<file path="src/rtl/child_dispatch_pkg.sv">
`default_nettype none
// ============================================================================
// Module   : child_dispatch_pkg
// Brief    : Shared FSM states, response status encodings and defaults for
//            child_dispatch_seq (optional timeout: CHILD_DISPATCH_TIMEOUT_EN).
// Revision : 1.0 - initial release
// ============================================================================
package child_dispatch_pkg;

  typedef enum logic [1:0] {
    S_IDLE  = 2'd0,
    S_START = 2'd1,
    S_WAIT  = 2'd2,
    S_RESP  = 2'd3
  } state_t;

  localparam logic [1:0] ST_OK      = 2'b00;
  localparam logic [1:0] ST_BAD_IDX = 2'b01;
  localparam logic [1:0] ST_TIMEOUT = 2'b10;

  localparam int DEFAULT_NUM_CHILD = 5;

endpackage : child_dispatch_pkg
`default_nettype wire

</file>
<file path="src/rtl/child_dispatch_seq_if.sv">
`default_nettype none
// ============================================================================
// Module   : child_dispatch_seq_if
// Brief    : Request / child / response signal bundle for child_dispatch_seq.
// Revision : 1.0 - initial release
// ============================================================================
interface child_dispatch_seq_if
  import child_dispatch_pkg::*;
#(
  parameter int NUM_CHILD = DEFAULT_NUM_CHILD
) ();

  logic                 req_valid;
  logic                 req_ready;
  logic [2:0]           req_idx;
  logic [NUM_CHILD-1:0] child_start;
  logic [NUM_CHILD-1:0] child_done;
  logic                 rsp_valid;
  logic                 rsp_ready;
  logic [2:0]           rsp_idx;
  logic [1:0]           rsp_status;
  logic                 busy;

  // master: requester plus the child slots; slave: the dispatcher
  modport master (
    output req_valid, req_idx, child_done, rsp_ready,
    input  req_ready, child_start, rsp_valid, rsp_idx, rsp_status, busy
  );

  modport slave (
    input  req_valid, req_idx, child_done, rsp_ready,
    output req_ready, child_start, rsp_valid, rsp_idx, rsp_status, busy
  );

endinterface : child_dispatch_seq_if
`default_nettype wire

</file>
<file path="src/rtl/child_dispatch_tmo.sv">
`default_nettype none
// ============================================================================
// Module   : child_dispatch_tmo
// Brief    : WAIT-cycle counter; expired flags the last permitted WAIT cycle.
//            Only instantiated when CHILD_DISPATCH_TIMEOUT_EN is defined.
// Revision : 1.0 - initial release
// ============================================================================
module child_dispatch_tmo #(
  parameter int TIMEOUT_CYCLES = 16
) (
  input  wire logic clk,
  input  wire logic rst_n,
  input  wire logic clear,
  input  wire logic enable,
  output logic      expired
);

  localparam logic [7:0] c_limit = 8'(TIMEOUT_CYCLES - 1);

  logic [7:0] r_count;

  always_ff @(posedge clk or negedge rst_n) begin
    if (!rst_n) begin
      r_count <= '0;
    end else if (clear) begin
      r_count <= '0;
    end else if (enable && !expired) begin
      r_count <= r_count + 8'd1;
    end
  end

  // r_count holds the number of completed WAIT cycles, so equality with
  // TIMEOUT_CYCLES-1 marks the final allowed cycle
  assign expired = enable && (r_count == c_limit);

endmodule : child_dispatch_tmo
`default_nettype wire

</file>
<file path="src/rtl/child_dispatch_seq.sv">
`default_nettype none
// ============================================================================
// Module   : child_dispatch_seq
// Brief    : Dispatches one request at a time to a child slot, waits for its
//            done level and returns a status. Optional WAIT timeout enabled by
//            defining CHILD_DISPATCH_TIMEOUT_EN.
// Revision : 1.0 - initial release
// ============================================================================
module child_dispatch_seq
  import child_dispatch_pkg::*;
#(
  parameter int NUM_CHILD      = DEFAULT_NUM_CHILD,
  parameter int TIMEOUT_CYCLES = 16
) (
  input  wire logic           clk,
  input  wire logic           rst_n,
  child_dispatch_seq_if.slave bus
);

  localparam logic [3:0] c_num_child = 4'(NUM_CHILD);

  state_t               r_state;
  state_t               w_state_nxt;
  logic [2:0]           r_idx;
  logic [1:0]           r_rsp_status;
  logic [1:0]           w_rsp_status;
  logic                 w_accept;
  logic                 w_rsp_load;
  logic                 w_idx_ok;
  logic                 w_done;
  logic [NUM_CHILD-1:0] w_sel;

  for (genvar g = 0; g < NUM_CHILD; g++) begin : g_sel
    assign w_sel[g] = (r_idx == 3'(g));
  end

  // only the latched slot's done counts; other slots are masked off
  assign w_done   = |(bus.child_done & w_sel);
  assign w_idx_ok = ({1'b0, bus.req_idx} < c_num_child);

`ifdef CHILD_DISPATCH_TIMEOUT_EN
  logic w_tmo_expired;

  child_dispatch_tmo #(
    .TIMEOUT_CYCLES (TIMEOUT_CYCLES)
  ) u_tmo (
    .clk     (clk),
    .rst_n   (rst_n),
    .clear   (r_state != S_WAIT),
    .enable  (r_state == S_WAIT),
    .expired (w_tmo_expired)
  );
`endif

  always_ff @(posedge clk or negedge rst_n) begin
    if (!rst_n) begin
      r_state      <= S_IDLE;
      r_idx        <= '0;
      r_rsp_status <= ST_OK;
    end else begin
      r_state <= w_state_nxt;
      if (w_accept) begin
        r_idx <= bus.req_idx;
      end
      if (w_rsp_load) begin
        r_rsp_status <= w_rsp_status;
      end
    end
  end

  always_comb begin
    w_state_nxt  = r_state;
    w_accept     = 1'b0;
    w_rsp_load   = 1'b0;
    w_rsp_status = ST_OK;
    case (r_state)
      S_IDLE: begin
        if (bus.req_valid) begin
          w_accept = 1'b1;
          if (w_idx_ok) begin
            w_state_nxt = S_START;
          end else begin
            w_state_nxt  = S_RESP;
            w_rsp_load   = 1'b1;
            w_rsp_status = ST_BAD_IDX;
          end
        end
      end
      S_START: begin
        w_state_nxt = S_WAIT;
      end
      S_WAIT: begin
        // done wins over a coinciding timeout
        if (w_done) begin
          w_state_nxt  = S_RESP;
          w_rsp_load   = 1'b1;
          w_rsp_status = ST_OK;
        end
`ifdef CHILD_DISPATCH_TIMEOUT_EN
        else if (w_tmo_expired) begin
          w_state_nxt  = S_RESP;
          w_rsp_load   = 1'b1;
          w_rsp_status = ST_TIMEOUT;
        end
`endif
      end
      S_RESP: begin
        if (bus.rsp_ready) begin
          w_state_nxt = S_IDLE;
        end
      end
      default: begin
        w_state_nxt = S_IDLE;
      end
    endcase
  end

  assign bus.req_ready   = (r_state == S_IDLE);
  assign bus.busy        = (r_state != S_IDLE);
  assign bus.rsp_valid   = (r_state == S_RESP);
  assign bus.child_start = (r_state == S_START) ? w_sel : '0;
  assign bus.rsp_idx     = r_idx;
  assign bus.rsp_status  = r_rsp_status;

endmodule : child_dispatch_seq
`default_nettype wire

</file>
<file path="src/flat_wrapper.sv">
// flat-port wrapper written by rule: the top's interface ports become plain ports
module child_dispatch_seq_flat import child_dispatch_pkg::*;
#(
  parameter int NUM_CHILD      = DEFAULT_NUM_CHILD,
  parameter int TIMEOUT_CYCLES = 16
)
  (clk, rst_n, bus_req_valid, bus_req_idx, bus_child_done, bus_rsp_ready, bus_req_ready, bus_child_start, bus_rsp_valid, bus_rsp_idx, bus_rsp_status, bus_busy);
  child_dispatch_seq_if #(.NUM_CHILD(NUM_CHILD)) bus_i ();
  input  wire logic clk;
  input  wire logic rst_n;
  input wire logic [$bits(bus_i.req_valid)-1:0] bus_req_valid;
  input wire logic [$bits(bus_i.req_idx)-1:0] bus_req_idx;
  input wire logic [$bits(bus_i.child_done)-1:0] bus_child_done;
  input wire logic [$bits(bus_i.rsp_ready)-1:0] bus_rsp_ready;
  output wire logic [$bits(bus_i.req_ready)-1:0] bus_req_ready;
  output wire logic [$bits(bus_i.child_start)-1:0] bus_child_start;
  output wire logic [$bits(bus_i.rsp_valid)-1:0] bus_rsp_valid;
  output wire logic [$bits(bus_i.rsp_idx)-1:0] bus_rsp_idx;
  output wire logic [$bits(bus_i.rsp_status)-1:0] bus_rsp_status;
  output wire logic [$bits(bus_i.busy)-1:0] bus_busy;
  assign bus_i.req_valid = bus_req_valid;
  assign bus_i.req_idx = bus_req_idx;
  assign bus_i.child_done = bus_child_done;
  assign bus_i.rsp_ready = bus_rsp_ready;
  assign bus_req_ready = bus_i.req_ready;
  assign bus_child_start = bus_i.child_start;
  assign bus_rsp_valid = bus_i.rsp_valid;
  assign bus_rsp_idx = bus_i.rsp_idx;
  assign bus_rsp_status = bus_i.rsp_status;
  assign bus_busy = bus_i.busy;
  child_dispatch_seq #(.NUM_CHILD(NUM_CHILD), .TIMEOUT_CYCLES(TIMEOUT_CYCLES)) u_core (.clk(clk), .rst_n(rst_n), .bus(bus_i));
endmodule
</file>
<file path="config.mk">
export PLATFORM = sky130hd
export DESIGN_NAME = child_dispatch_seq_flat
export DESIGN_NICKNAME = d
export VERILOG_FILES = /design/src/rtl/child_dispatch_pkg.sv /design/src/rtl/child_dispatch_seq_if.sv /design/src/rtl/child_dispatch_tmo.sv /design/src/rtl/child_dispatch_seq.sv /design/src/flat_wrapper.sv
export SDC_FILE = /design/constraint.sdc
export NUM_CORES = 1
export LEC_CHECK = 0
export CAP_MARGIN = 5
export CORE_AREA = 2 2 39 41
export CTS_CLUSTER_SIZE = 16
export DETAILED_ROUTE_END_ITERATION = 8
export DIE_AREA = 0 0 41 43
export PLACE_DENSITY = 0.71
export SKIP_CTS_REPAIR_TIMING = 1
export SYNTH_ARGS = -nofsm -noshare
export SYNTH_HDL_FRONTEND = slang
export SYNTH_SLANG_ARGS = --single-unit
</file>
<file path="constraint.sdc">
create_clock -name clk -period 4.95 [get_ports clk]
set_input_delay 0.495 -clock clk [delete_from_list [all_inputs] [get_ports clk]]
set_output_delay 0.495 -clock clk [all_outputs]
set_load 0.05 [all_outputs]
</file>
# Yosys cells after proc, flatten, opt, wreduce, memory -nomap -nowiden
# Index checks and enable logic that the tools add are counted.
[classes]
n_eq_ne = 10
n_bitwise = 1
order_cmp = 1
muxes = 15
n_reduce_logical = 5
[ops]
columns = ["operator", "count"]
rows = [
  ["two-way mux 2 bit", 6],
  ["one-hot mux 2 bit (4 select lines)", 1],
  ["== test 3 x 2 -> 1 bit, second input constant", 2],
  ["two-way mux 1 bit", 6],
  ["AND 5 bit", 1],
  ["two-way mux 5 bit", 1],
  ["OR reduction 5 bit", 1],
  ["== test 2 bit, second input constant", 2],
  ["!= test 2 bit, second input constant", 2],
  ["== test 3 x 1 -> 1 bit, second input constant", 1],
  ["== test 3 bit, second input constant", 1],
  ["logical NOT 3 bit", 1],
  ["< comparator 3 bit, second input constant", 1],
  ["AND reduction 3 bit", 1],
  ["== test 2 x 1 -> 1 bit, second input constant", 1],
  ["logical NOT 2 bit", 1],
  ["!= test 2 x 1 -> 1 bit, second input constant", 1],
  ["one-hot mux 1 bit (2 select lines)", 1],
  ["nonzero test 2 bit", 1],
]
[totals]
output_inout_bits = 13
register_bits = 7

# Logic depth before layout (Yosys ltp)
[depth]
depth_word = 5
mapped_depth = 6
depth_no_buf = 6

# Worst setup path before layout
# Ideal clock, no wire load.
[synth_timing]
kind = "register to output"
start = "register u_core.r_idx[2], in the netlist u_core.bus.rsp_idx[2]"
end = "output bus_child_start[1]"
path_slack_ns = 2.879
path_buffers = 0
t_arrival_ns = 1.576
path_stages_with_launch = 4
path_cell_list = "dfrtp_1 > nor2b_1 > nand2_1 > nor2_1"
[synth_between]
elab_chain_len = 2
[synth_rtl]
columns = ["element", "line", "source"]
rows = [
  ["start, declared", "child_dispatch_seq.sv:24", "logic [2:0] r_idx;"],
  ["start signal, assigned", "child_dispatch_seq.sv:63", "r_idx <= bus.req_idx;"],
  ["== test 3 x 1 -> 1 bit", "child_dispatch_seq.sv:34", "assign w_sel[g] = (r_idx == 3'(g));"],
  ["two-way mux 5 bit", "child_dispatch_seq.sv:121", "assign bus.child_start = (r_state == S_START) ? w_sel : '0;"],
  ["end, declared", "flat_wrapper.sv:16", "output wire logic [$bits(bus_i.child_start)-1:0] bus_child_start;"],
]
# No other way between the ends.

# Worst setup path after layout
[layout_timing]
start = "register u_core.r_state[1]"
end = "output bus_child_start[2]"
[layout_between]
elab_chain_len = 2
[layout_rtl]
columns = ["element", "line", "source"]
rows = [
  ["start, declared", "child_dispatch_seq.sv:22", "state_t r_state;"],
  ["start signal, assigned", "child_dispatch_seq.sv:61", "r_state <= w_state_nxt;"],
  ["== test 2 x 1 -> 1 bit", "child_dispatch_seq.sv:121", ""],
  ["two-way mux 5 bit", "child_dispatch_seq.sv:121", ""],
]
# No other way between the ends.

==> run_results.csv <==
group,metric,value,unit
place,dp_hpwl,825,um
logic_synthesis,synth_top_area_share,0.337,
place,dpl-instance-area,688,sq um
critical_path,endpoint_kind,"output port",
logic_synthesis,yosysWarnings,0,
place,place.gp.congestion,0.760,
power,ir_drop,0.312,mV
critical_path,r2r_end,"u_core.r_state[1]",
clocking,htreeDepth,1,
clocking,cts_root_buf,"clkbuf_4",
power,p_clk_frac,0.084,
place,port-buffer-count,23,
logic_synthesis,syn_area,445,sq um
power,switching_share,0.527,
sta,rsz0062_at_grt,"no",
drt,antenna_left,0,
floorplan,rows,14,
floorplan,ios,25,
drt,wire_per_inst,11.4,um
logic_synthesis,ys_ff_latch,6,
critical_path,reg2reg_depth,4,
global_routing,grt_max_degree,9,
logic_synthesis,netlist_instances,45,
sta,finalCritPeriodShare,0.519,
cells_and_area,final_cell_mix,"23 x clkdlybuf4s50_1, 6 x dfrtp_1, 5 x inv_1",
critical_path,required,4.45,ns
run,max-cap-violations,0,
logic_synthesis,avgSynthCellArea,9.90,sq um
sta,clock.fmax,389,MHz
sta,setup_slack,2.38,ns
global_routing,antenna_found_initial,0,
power,netSwitchingPower,272,uW
critical_path,r2r_slack,3.20,ns
critical_path,cp_max_fo,4,
cells_and_area,diodes,0,
floorplan,dieWidth,41,um
cells_and_area,fin_util,0.514,
global_routing,overflow,0,
sta,finalClockSkew,0.00111,ns
critical_path,path_class,"flip-flop to output port",
critical_path,startpoint_type,"flip-flop",
cells_and_area,final_cell_area,711,sq um
power,power.leakage,0.000314,uW
drt,drc,0,
critical_path,worstPathArrival,2.07,ns
min_path,hold_class,"input pin to asynchronous set/reset pin",
clocking,clkSlewWorstSetupHoldPaths,0.04,ns
power,pwr-share-comb,0.700,
drt,vias,410,
power,power.density,725,nW/um^2
cells_and_area,area_growth,59.6,%
global_routing,grt_pass1_vias,424,
critical_path,r2r_start,"u_core.bus.rsp_idx[1]",
status,outcome,"finished clean",
sta,setup_viol,0,
floorplan,start_util,0.322,
power,p_int,244,uW
sta,tns,0,ns
floorplan,die_h,43,um
sta,worstMarginPinSlew,0.501,ns
sta,drv_slew,0,
place,detailedPlace.worstSlack,2.63,ns
floorplan,core-area,1380,sq um
sta,hold_violations,0,
floorplan,dieArea,1760,sq um
clocking,clkLatencyLatePin,0.24,ns
drt,vias_per_cell,4.77,
cells_and_area,fillers,136,
clocking,cts_buffer_depth,2,
cells_and_area,final_common_cell,"clkdlybuf4s50_1",
clocking,cts.sinks,6,
logic_synthesis,synth_area_leader_cell,"dfrtp_1",
drt,drtPass1Iterations,2,
logic_synthesis,syn-num-nets,61,
drt,drt-total-wl,983,um
cells_and_area,nNetsFinal,88,
sta,slew_headroom,0.665,
global_routing,grt_usage,0.145,
clocking,cts_made_buffers,3,
logic_synthesis,synth.distinct_cells,22,
power,pwr-share-seq,0.216,
cells_and_area,drive_gt1_frac,0.129,
logic_synthesis,seq_area_frac_synth,0.337,
clocking,cts_tree,"yes",
sta,timing.final.crit_period,2.57,ns
drt,drt-initial-drc-count,1,
logic_synthesis,synth_area_leaders,"dfrtp_1 34%, ha_1 11%, mux2_2 7.6%",
global_routing,grt_pass1_wl,1740,um
## state kept, by name, indices dropped and copies added (netlist names)
name,flops
u_core.r_state,2
u_core.bus.rsp_status,1
u_core.bus.rsp_idx,3
## cells by family (layout without fill, tap and decap cells)
| family | Yosys count | count (layout) | share of synthesized area |
|---|---|---|---|
| other | 1 | 1 | 0.00842 |
| AOI/OAI and AO/OA | 8 | 8 | 0.146 |
| buffers and inverters | 6 | 31 | 0.0590 |
| adders and majority gates | 4 | 4 | 0.112 |
| muxes | 6 | 6 | 0.157 |
| and+or+nand+nor | 14 | 14 | 0.180 |
| DFF | 6 | 6 | 0.337 |
## power groups by stage
stage,registers [uW],logic [uW],clock network (uW)
floorplan,164,204,0
global placement,112,360,0
detailed placement,112,365,0
CTS,111,365,45.8
global route,117,386,49.1
finish,111,361,43.4
## worst max path at each step
stage	from	to	cells after the start
2_1_floorplan	u_core.bus.rsp_idx[2]	bus_child_start[1]	3
3_3_place_gp	u_core.r_state[1]	bus_child_start[2]	5
3_5_place_dp	u_core.r_state[1]	bus_child_start[3]	5
4_1_cts	u_core.r_state[1]	bus_child_start[2]	5
5_1_grt	u_core.r_state[1]	bus_child_start[3]	5
6_report	u_core.r_state[1]	bus_child_start[2]	5
## stage by stage
| stage | hold slack (ns) | total power [uW] | cells |
|---|---|---|---|
| after floorplan | 0.199 | 368 | 45 |
| after global placement | 0.479 | 472 | 83 |
| after detailed placement | 0.493 | 477 | 83 |
| after CTS | 0.495 | 522 | 86 |
| after global routing | 0.496 | 552 | 86 |
| final | 0.491 | 515 | 86 |
## cells in the mapped netlist, drive strengths merged
cell,instances
nor2b,3
and2,1
nand2,3
o21ai,3
o2bb2ai,1
dfrtp,6
mux2,5
a32o,1
buf,1
conb,1
and3b,1
a21oi,2
ha,4
mux2i,1
nor2,2
o31ai,1
nor3,2
inv,5
and3,2
## area by class of cell
cell class / count / area, sq um / area share
clock buffers: 3 / 22.5 / 0.0317
inverters: 5 / 18.8 / 0.0264
multi-input cells: 33 / 269 / 0.379
flip-flops and latches: 6 / 150 / 0.211
well taps: 16 / 20.0 / 0.0282
repair buffers: 23 / 230 / 0.324
## layer usage
layer  global-route usage  vias up  wire length [um]
met5                    0        -                 0
met4               0.0600        0                 0
met3               0.0366        0                53
met2                0.244       10               539
met1                0.161      195               391
li1                     -      205                 -
## worst max-delay path: stages, from the launching register on
cell	delay, ns
dfrtp_1	0.40
inv_1	0.09
ha_1	0.15
nor2b_1	0.22
and3b_1	0.18
clkdlybuf4s50_1	0.79
Power figures use the tool's default switching activity.
